### src/rtl/eval_best_select_pkg.sv
// Shared FSM encodings and helpers for the best-move selector.
// Encodings are kept as plain constants so legacy code comparing raw state values still matches.
package eval_best_select_pkg;

   localparam int unsigned STATE_WIDTH = 3;

   localparam logic [STATE_WIDTH-1:0] ST_IDLE      = 3'd0;
   localparam logic [STATE_WIDTH-1:0] ST_ISSUE     = 3'd1;
   localparam logic [STATE_WIDTH-1:0] ST_WAIT_EVAL = 3'd2;
   localparam logic [STATE_WIDTH-1:0] ST_CLEAR     = 3'd3;
   localparam logic [STATE_WIDTH-1:0] ST_WAIT_DROP = 3'd4;
   localparam logic [STATE_WIDTH-1:0] ST_DONE      = 3'd5;

   // IDLE and DONE are the only states in which a new run may be accepted.
   function automatic logic is_busy_state(input logic [STATE_WIDTH-1:0] st);
      return !((st == ST_IDLE) || (st == ST_DONE));
   endfunction

endpackage

### src/rtl/eval_best_select.sv
// Walks a move list through the board evaluator and keeps the best score:
// maximum for white to move, minimum for black, first index wins ties.
module eval_best_select
   import eval_best_select_pkg::*;
#(
   parameter int EVAL_WIDTH  = 32,
   parameter int INDEX_WIDTH = 8
) (
   input  logic                          clk,
   input  logic                          reset,
   input  logic                          start,
   input  logic [INDEX_WIDTH-1:0]        move_count,
   input  logic                          white_to_move,
   output logic                          board_req,
   output logic [INDEX_WIDTH-1:0]        board_index,
   input  logic                          eval_valid,
   input  logic signed [EVAL_WIDTH-1:0]  eval,
   input  logic                          insufficient_material,
   output logic                          clear_eval,
   output logic signed [EVAL_WIDTH-1:0]  best_eval,
   output logic [INDEX_WIDTH-1:0]        best_index,
   output logic                          no_moves,
   output logic                          result_valid,
   output logic                          busy
);

   // Seeds: any real score beats these under the strict compare, except an equal sentinel.
   localparam logic signed [EVAL_WIDTH-1:0] MOST_NEG = {1'b1, {(EVAL_WIDTH-1){1'b0}}};
   localparam logic signed [EVAL_WIDTH-1:0] MOST_POS = {1'b0, {(EVAL_WIDTH-1){1'b1}}};
   localparam logic [INDEX_WIDTH-1:0]       IDX_ONE  = INDEX_WIDTH'(1);

   logic [STATE_WIDTH-1:0]        state;
   logic [INDEX_WIDTH-1:0]        count_q;
   logic                          white_q;
   logic signed [EVAL_WIDTH-1:0]  score_q;
   logic                          replace_best;
   logic                          last_board;

   function automatic logic better(input logic                         white,
                                   input logic signed [EVAL_WIDTH-1:0] cand,
                                   input logic signed [EVAL_WIDTH-1:0] cur);
      return white ? (cand > cur) : (cand < cur);
   endfunction

   assign replace_best = better(white_q, score_q, best_eval);
   assign last_board   = (board_index == (count_q - IDX_ONE));

   assign board_req  = (state == ST_ISSUE);
   assign clear_eval = (state == ST_CLEAR);
   assign busy       = is_busy_state(state);

   always_ff @(posedge clk or posedge reset) begin
      if (reset) begin
         state        <= ST_IDLE;
         count_q      <= '0;
         white_q      <= 1'b0;
         board_index  <= '0;
         score_q      <= '0;
         best_eval    <= '0;
         best_index   <= '0;
         no_moves     <= 1'b0;
         result_valid <= 1'b0;
      end else begin
         case (state)
            ST_IDLE, ST_DONE: begin
               if (start) begin
                  count_q     <= move_count;
                  white_q     <= white_to_move;
                  board_index <= '0;
                  best_index  <= '0;
                  if (move_count == '0) begin
                     best_eval    <= '0;
                     no_moves     <= 1'b1;
                     result_valid <= 1'b1;
                     state        <= ST_DONE;
                  end else begin
                     best_eval    <= white_to_move ? MOST_NEG : MOST_POS;
                     no_moves     <= 1'b0;
                     result_valid <= 1'b0;
                     state        <= ST_ISSUE;
                  end
               end
            end

            ST_ISSUE: state <= ST_WAIT_EVAL;

            ST_WAIT_EVAL: begin
               if (eval_valid) begin
                  score_q <= insufficient_material ? '0 : eval;
                  state   <= ST_CLEAR;
               end
            end

            ST_CLEAR: begin
               if (replace_best) begin
                  best_eval  <= score_q;
                  best_index <= board_index;
               end
               state <= ST_WAIT_DROP;
            end

            // Holding here until valid falls keeps one evaluator result from being captured twice.
            ST_WAIT_DROP: begin
               if (!eval_valid) begin
                  if (last_board) begin
                     result_valid <= 1'b1;
                     state        <= ST_DONE;
                  end else begin
                     board_index <= board_index + IDX_ONE;
                     state       <= ST_ISSUE;
                  end
               end
            end

            default: state <= ST_IDLE;
         endcase
      end
   end

endmodule
### config.mk
export PLATFORM = sky130hd
export DESIGN_NAME = eval_best_select
export DESIGN_NICKNAME = d
export VERILOG_FILES = /design/src/rtl/eval_best_select_pkg.sv /design/src/rtl/eval_best_select.sv
export SDC_FILE = /design/constraint.sdc
export NUM_CORES = 1
export LEC_CHECK = 0
export CELL_PAD_IN_SITES_DETAIL_PLACEMENT = 0
export CELL_PAD_IN_SITES_GLOBAL_PLACEMENT = 1
export CORE_MARGIN = 1.5
export CORE_UTILIZATION = 32
export CTS_CLUSTER_SIZE = 14
export DETAILED_ROUTE_END_ITERATION = 12
export GPL_ROUTABILITY_DRIVEN = 0
export PLACE_DENSITY = 0.65
export SETUP_SLACK_MARGIN = 0.5
export SLEW_MARGIN = 20
export SYNTH_ARGS = -nofsm -noshare
export SYNTH_HDL_FRONTEND = slang
export SYNTH_SLANG_ARGS = --single-unit
### constraint.sdc
create_clock -name clk -period 4.42 [get_ports clk]
set_clock_uncertainty 0.05 [all_clocks]
set_input_delay 1.326 -clock clk [delete_from_list [all_inputs] [get_ports clk]]
set_output_delay 1.326 -clock clk [all_outputs]
set_load 0.03 [all_outputs]
Word level (Yosys, flattened, before mapping)
Cells that the tools add are included.
Widths: inputs -> output; s select.
{"block": "totals", "reg_bits": 94, "latch_bits": 0, "ramBits": 0, "mem_bits_ro": 0, "word_cells": 62, "memories": 0}
{"block": "classes", "add_sub_neg": 2, "multipliers": 0, "div_mod_pow": 0, "magnitude_cmp": 2, "n_eq_ne": 12, "n_shift": 0, "muxes": 24, "bitwise": 0, "reduce_logical": 13}
{"cell": "$mux 32", "count": 5}
{"cell": "$pmux 32 s2", "count": 1}
{"cell": "$gt 32x32->1", "count": 1}
{"cell": "$lt 32x32->1", "count": 1}
{"cell": "$mux 8", "count": 4}
{"cell": "$pmux 8 s2", "count": 2}
{"cell": "$mux 3", "count": 5}
{"cell": "$pmux 3 s5", "count": 1}
{"cell": "$ne 2x2->1 const B", "count": 5}
{"cell": "$add 8x1->8 const B", "count": 1}
{"cell": "$eq 8x8->1", "count": 1}
{"cell": "$logic_not 8->1", "count": 1}
{"cell": "$reduce_and 4->1", "count": 2}
{"cell": "$sub 8x1->8 const B", "count": 1}
{"cell": "$eq 3x2->1 const B", "count": 2}
{"cell": "$eq 3x3->1 const B", "count": 2}
{"cell": "$reduce_and 3->1", "count": 2}
{"cell": "$mux 1", "count": 5}
{"cell": "$reduce_and 2->1", "count": 2}
{"cell": "$reduce_bool 2->1", "count": 2}
{"cell": "$eq 3x1->1 const B", "count": 1}
{"cell": "$logic_not 3->1", "count": 1}
{"cell": "$ne 2x1->1 const B", "count": 1}
{"cell": "$pmux 1 s2", "count": 1}
{"cell": "other kinds (3)", "count": 3}

Longest topological paths before layout
{"block": "logic_depth", "depth_word": 5, "mapped_depth": 10, "ltp_nobuf": 9}

Worst setup path before layout
Ideal clock, no wire load.
{"block": "synth_timing", "path_type": "register to register", "startpoint": "reg best_eval[23]", "endpoint": "reg best_eval[0]", "arrival_ns": 2.775, "t_required_ns": 4.291, "setup_slack_ns": 1.515, "path_stages_with_launch": 11, "n_path_buf": 1, "path_cell_list": "dfrtp_1 inv_1 ha_1 a21oi_1 o21ai_0 a221oi_1 o311ai_0 o22ai_1 mux2i_1 buf_2 mux2i_1"}
{"block": "synth_via", "elab_chain_cells": 4, "elab_cells_between_ends": 5}
{"element": "start: declaration", "line_no": "eval_best_select.sv:20", "source": "output logic signed [EVAL_WIDTH-1:0] best_eval,"}
{"element": "start signal: assignment", "line_no": "eval_best_select.sv:77", "source": "best_eval <= white_to_move ? MOST_NEG : MOST_POS;"}
{"element": "start signal: assignment", "line_no": "eval_best_select.sv:96", "source": "best_eval <= score_q;"}
{"element": "$lt 32x32->1 or $gt 32x32->1 (tied branches)", "line_no": "eval_best_select.sv:42", "source": "return white ? (cand > cur) : (cand < cur);"}
{"element": "$mux 1 *", "line_no": "eval_best_select.sv:42"}
{"element": "$ne 2x1->1 (no line) *"}
{"element": "$reduce_and 3->1 (no line) *"}
Every way passes the cells marked *; elsewhere a longest branch is shown, timed or not.
A chain may end at the register's enable or synchronous reset.

Worst setup path in the final report
{"block": "layout_timing", "startpoint": "reg state[2]", "endpoint": "out busy"}
{"block": "layout_via", "elab_chain_cells": 3, "elab_cells_between_ends": 4}
{"element": "start: declaration", "line_no": "eval_best_select.sv:32", "source": "logic [STATE_WIDTH-1:0] state;"}
{"element": "start signal: assignment", "line_no": "eval_best_select.sv:54", "source": "state <= ST_IDLE;"}
{"element": "start signal: assignment", "line_no": "eval_best_select.sv:75", "source": "state <= ST_DONE;"}
{"element": "start signal: assignment", "line_no": "eval_best_select.sv:80", "source": "state <= ST_ISSUE;"}
{"element": "$eq 3x3->1 or $logic_not 3->1 (tied branches)", "line_no": "eval_best_select_pkg.sv:16", "source": "return !((st == ST_IDLE) || (st == ST_DONE));"}
{"element": "$logic_or 1x1->1 *", "line_no": "eval_best_select_pkg.sv:16"}
{"element": "$logic_not 1->1 *", "line_no": "eval_best_select_pkg.sv:16"}
{"element": "end: declaration", "line_no": "eval_best_select.sv:24", "source": "output logic busy"}
Marked as above.

==> metrics <==
status complete, no violations; WP depth 4; r2r endpoint best_index[5]; register area share after synthesis 45.0%; internal power between 2 and 3 mW; die footprint ~17,000 um2; WS Path Type reg -> out; Initial Utilization 32.8%; vias in the first global route 4,320; kind of cell adding the most delay to the critical path buffers and inverters; H-tree depth 3; Iter 0 DRT Violations between 150 and 200; synthesized instance count 557; RSZ-0062 raised after global routing no; first-pass GRT wire length roughly 22,000 um; max-slew headroom at the worst pin 36.0%; gr usage total 17.1%; clk buf depth 2; worst setup path start state[2]; clk sinks 94; CTS root buf clkbuf_16; die width ~130 um; HPWL reported at the end of detailed placement 9600 um; startpoint types flop; Fin Setup TNS 0 ps; CP required 3040 ps; asr flop ratio synth 100%; Lkg Pwr approximately 3 nW; initial antenna violation count 0; routed length per placed instance 15.6 um; drt drc 0; PD cells 732 nW/um2; vias 4,241; mean post-synth cell area 9.39 um2; Port Buf Inserts 98; boundary pin count 99; WP data arrival 2120 ps; Synth cell types 49; FP Rows 46; start of the worst register-to-register path best_eval[17]; FF-to-FF setup slack 1190 ps; Synth top area share 45.0%; Max VDD drop around 0.00033 V; Switching Share about 44%; commonest non-fill, non-tap cell in the layout clkdlybuf4s50_1; setup violators final 0; remaining antenna violation count after routing 0; worst-skew pair later-pin latency between 300 and 400 ps; Hold Fails Final Rpt 0; CTS-repair resized insts 0; Worst Tran Pin Value roughly 960 ps; WP buf/inv 2; Mapped Area ~5200 um2; Post-CTS Setup Bufs 0; Max Freq 286 MHz; prevailing post-synth register cell dfrtp_1; Comb power frac 52.5%; Hold Path Origin no_moves; slowest library cell on the worst path clkdlybuf4s50_1; Psw 2.19 mW; Inserted Diodes 0; critical-path cell list or2_2, a21oi_1, inv_1, clkdlybuf4s50_1; most frequent cells in the layout 98 x clkdlybuf4s50_1, 94 x dfrtp_1, 79 x nand2_1, 52 x a21oi_1, 47 x inv_1; Tcrit/Tclk final 79.2%; Tmin final 3500 ps; clock power share 16.3%; total grt overflow 0; Worst setup endpoint busy; Max-cap violations 0; number of CTS-inserted buffers 9; Chip Height 131 um; drt pass-1 iters 6; Max Slew Vio Count 0; Layout area overhead 29.9%; Core ar. 15,900 um2; yosys synthesis warning count 0; register bit total from synthesis 94; CP max FO 15; total power just under 5 mW; dominant cell type by area after synthesis dfrtp_1; Sequential Power Share between 30% and 40%; Critical Path Max Stage Delay ~590 ps; Area contributors post-synth dfrtp_1 45%, mux2i_1 8.4%, ha_1 8.1%; DRT Wirelength 13,600 um; Post-synth EDFFs 0; layout cell share with drive strength beyond 1 5.66%; hold buffer count at cts 0; crit end category output pin; Synth Net Count 637; Vias per Instance 4.87; R2R depth 9; clock slew at the register clock pins of the worst setup and hold paths 70 ps; Hold WC Path Type reg -> reg; CTS tree done; # nets final 729; largest net degree at the start of global routing just over 50
==> worst min-delay path by stage <==
stage                 endpoint  cells after the start
floorplan           count_q[7]                      2
global placement      no_moves                      2
detailed placement    no_moves                      2
CTS                   no_moves                      2
global route        count_q[7]                      2
finish                no_moves                      2
==> logic make-up (layout without fill, tap and decap cells) <==
group | count (synthesis) | in the layout | synth area share, %
multiplexers | 45 | 45 | 8.68
buffers and inverters | 74 | 171 | 5.38
AND/OR/NAND/NOR | 173 | 173 | 16.5
flip-flops | 94 | 94 | 45.0
adder cells (fa/ha/maj) | 34 | 34 | 8.13
XOR/XNOR | 11 | 11 | 1.84
AO/OA/AOI/OAI | 126 | 126 | 14.5
==> flip-flops by register name, summed over array words and instances (netlist names) <==
register	flops
best_eval	32
score_q	32
best_index	8
board_index	8
count_q	8
state	3
no_moves	1
result_valid	1
white_q	1
==> synthesized netlist by cell type, drive strengths merged (3+ instances only) <==
library cell and instances:
inv 49, o21ai 45, nand2b 36, o211ai 3, nor3 5, or2 3, nor2b 4, nor4 4
or3 4, nand3 8, mux2i 45, clkbuf 20, or4 3, nand4 9, nand2 79, dfrtp 94
o31ai 3, o22ai 4, xnor2 9, ha 34, buf 5, a21oi 53, nor3b 3, nor2 13
==> per-layer routing <==
metal  part of all wire, %  GRT usage, %  vias up  wire length, um
met5                     0             0        -                0
met4                   1.7          6.14        0              228
met3                   4.4          3.01       19              601
met2                    46          27.7       92             6190
met1                    48          23.0     2024             6570
li1                      -             -     2106                -
==> worst reg2reg max path, delay by kind of cell (launching register included) <==
| kind | cells | cell delay (ps) |
|---|---|---|
| flops | 1 | 350 |
| mux | 2 | 1090 |
| compound gates | 5 | 1290 |
| fa+ha+maj | 1 | 310 |
| buf+inv | 1 | 60 |
==> metrics by stage <==
step	hold slack [ps]	utilization, %	setup WS, ps	std cells	instance area (um2)
final	438	42.6	920	870	6800
after CTS	450	42.6	922	870	6800
after global placement	422	40.7	1060	854	6490
after detailed placement	434	40.7	993	854	6490
after floorplan	415	-	595	557	5230
after global routing	494	42.6	843	870	6800
==> final cells by class <==
| type | instances | area [um2] |
|---|---|---|
| Timing Repair Buffer | 106 | 1050 |
| Clock inverter | 6 | 68.8 |
| Multi-Input combinational cell | 389 | 2630 |
| Tap cell | 216 | 270 |
| Sequential cell | 94 | 2350 |
| Clock buffer | 10 | 239 |
| Inverter | 49 | 185 |
| Fill cell | 1573 | 9150 |
==> power groups by stage <==
| stage | sequential [mW] | clock [mW] | combinational [mW] |
|---|---|---|---|
| finish | 1.55 | 0.809 | 2.61 |
| global route | 1.61 | 0.871 | 2.90 |
| CTS | 1.56 | 0.835 | 2.65 |
| detailed placement | 1.57 | 0 | 2.63 |
| global placement | 1.56 | 0 | 2.59 |
| floorplan | 1.77 | 0 | 1.50 |
Power figures use the tool's default switching activity.
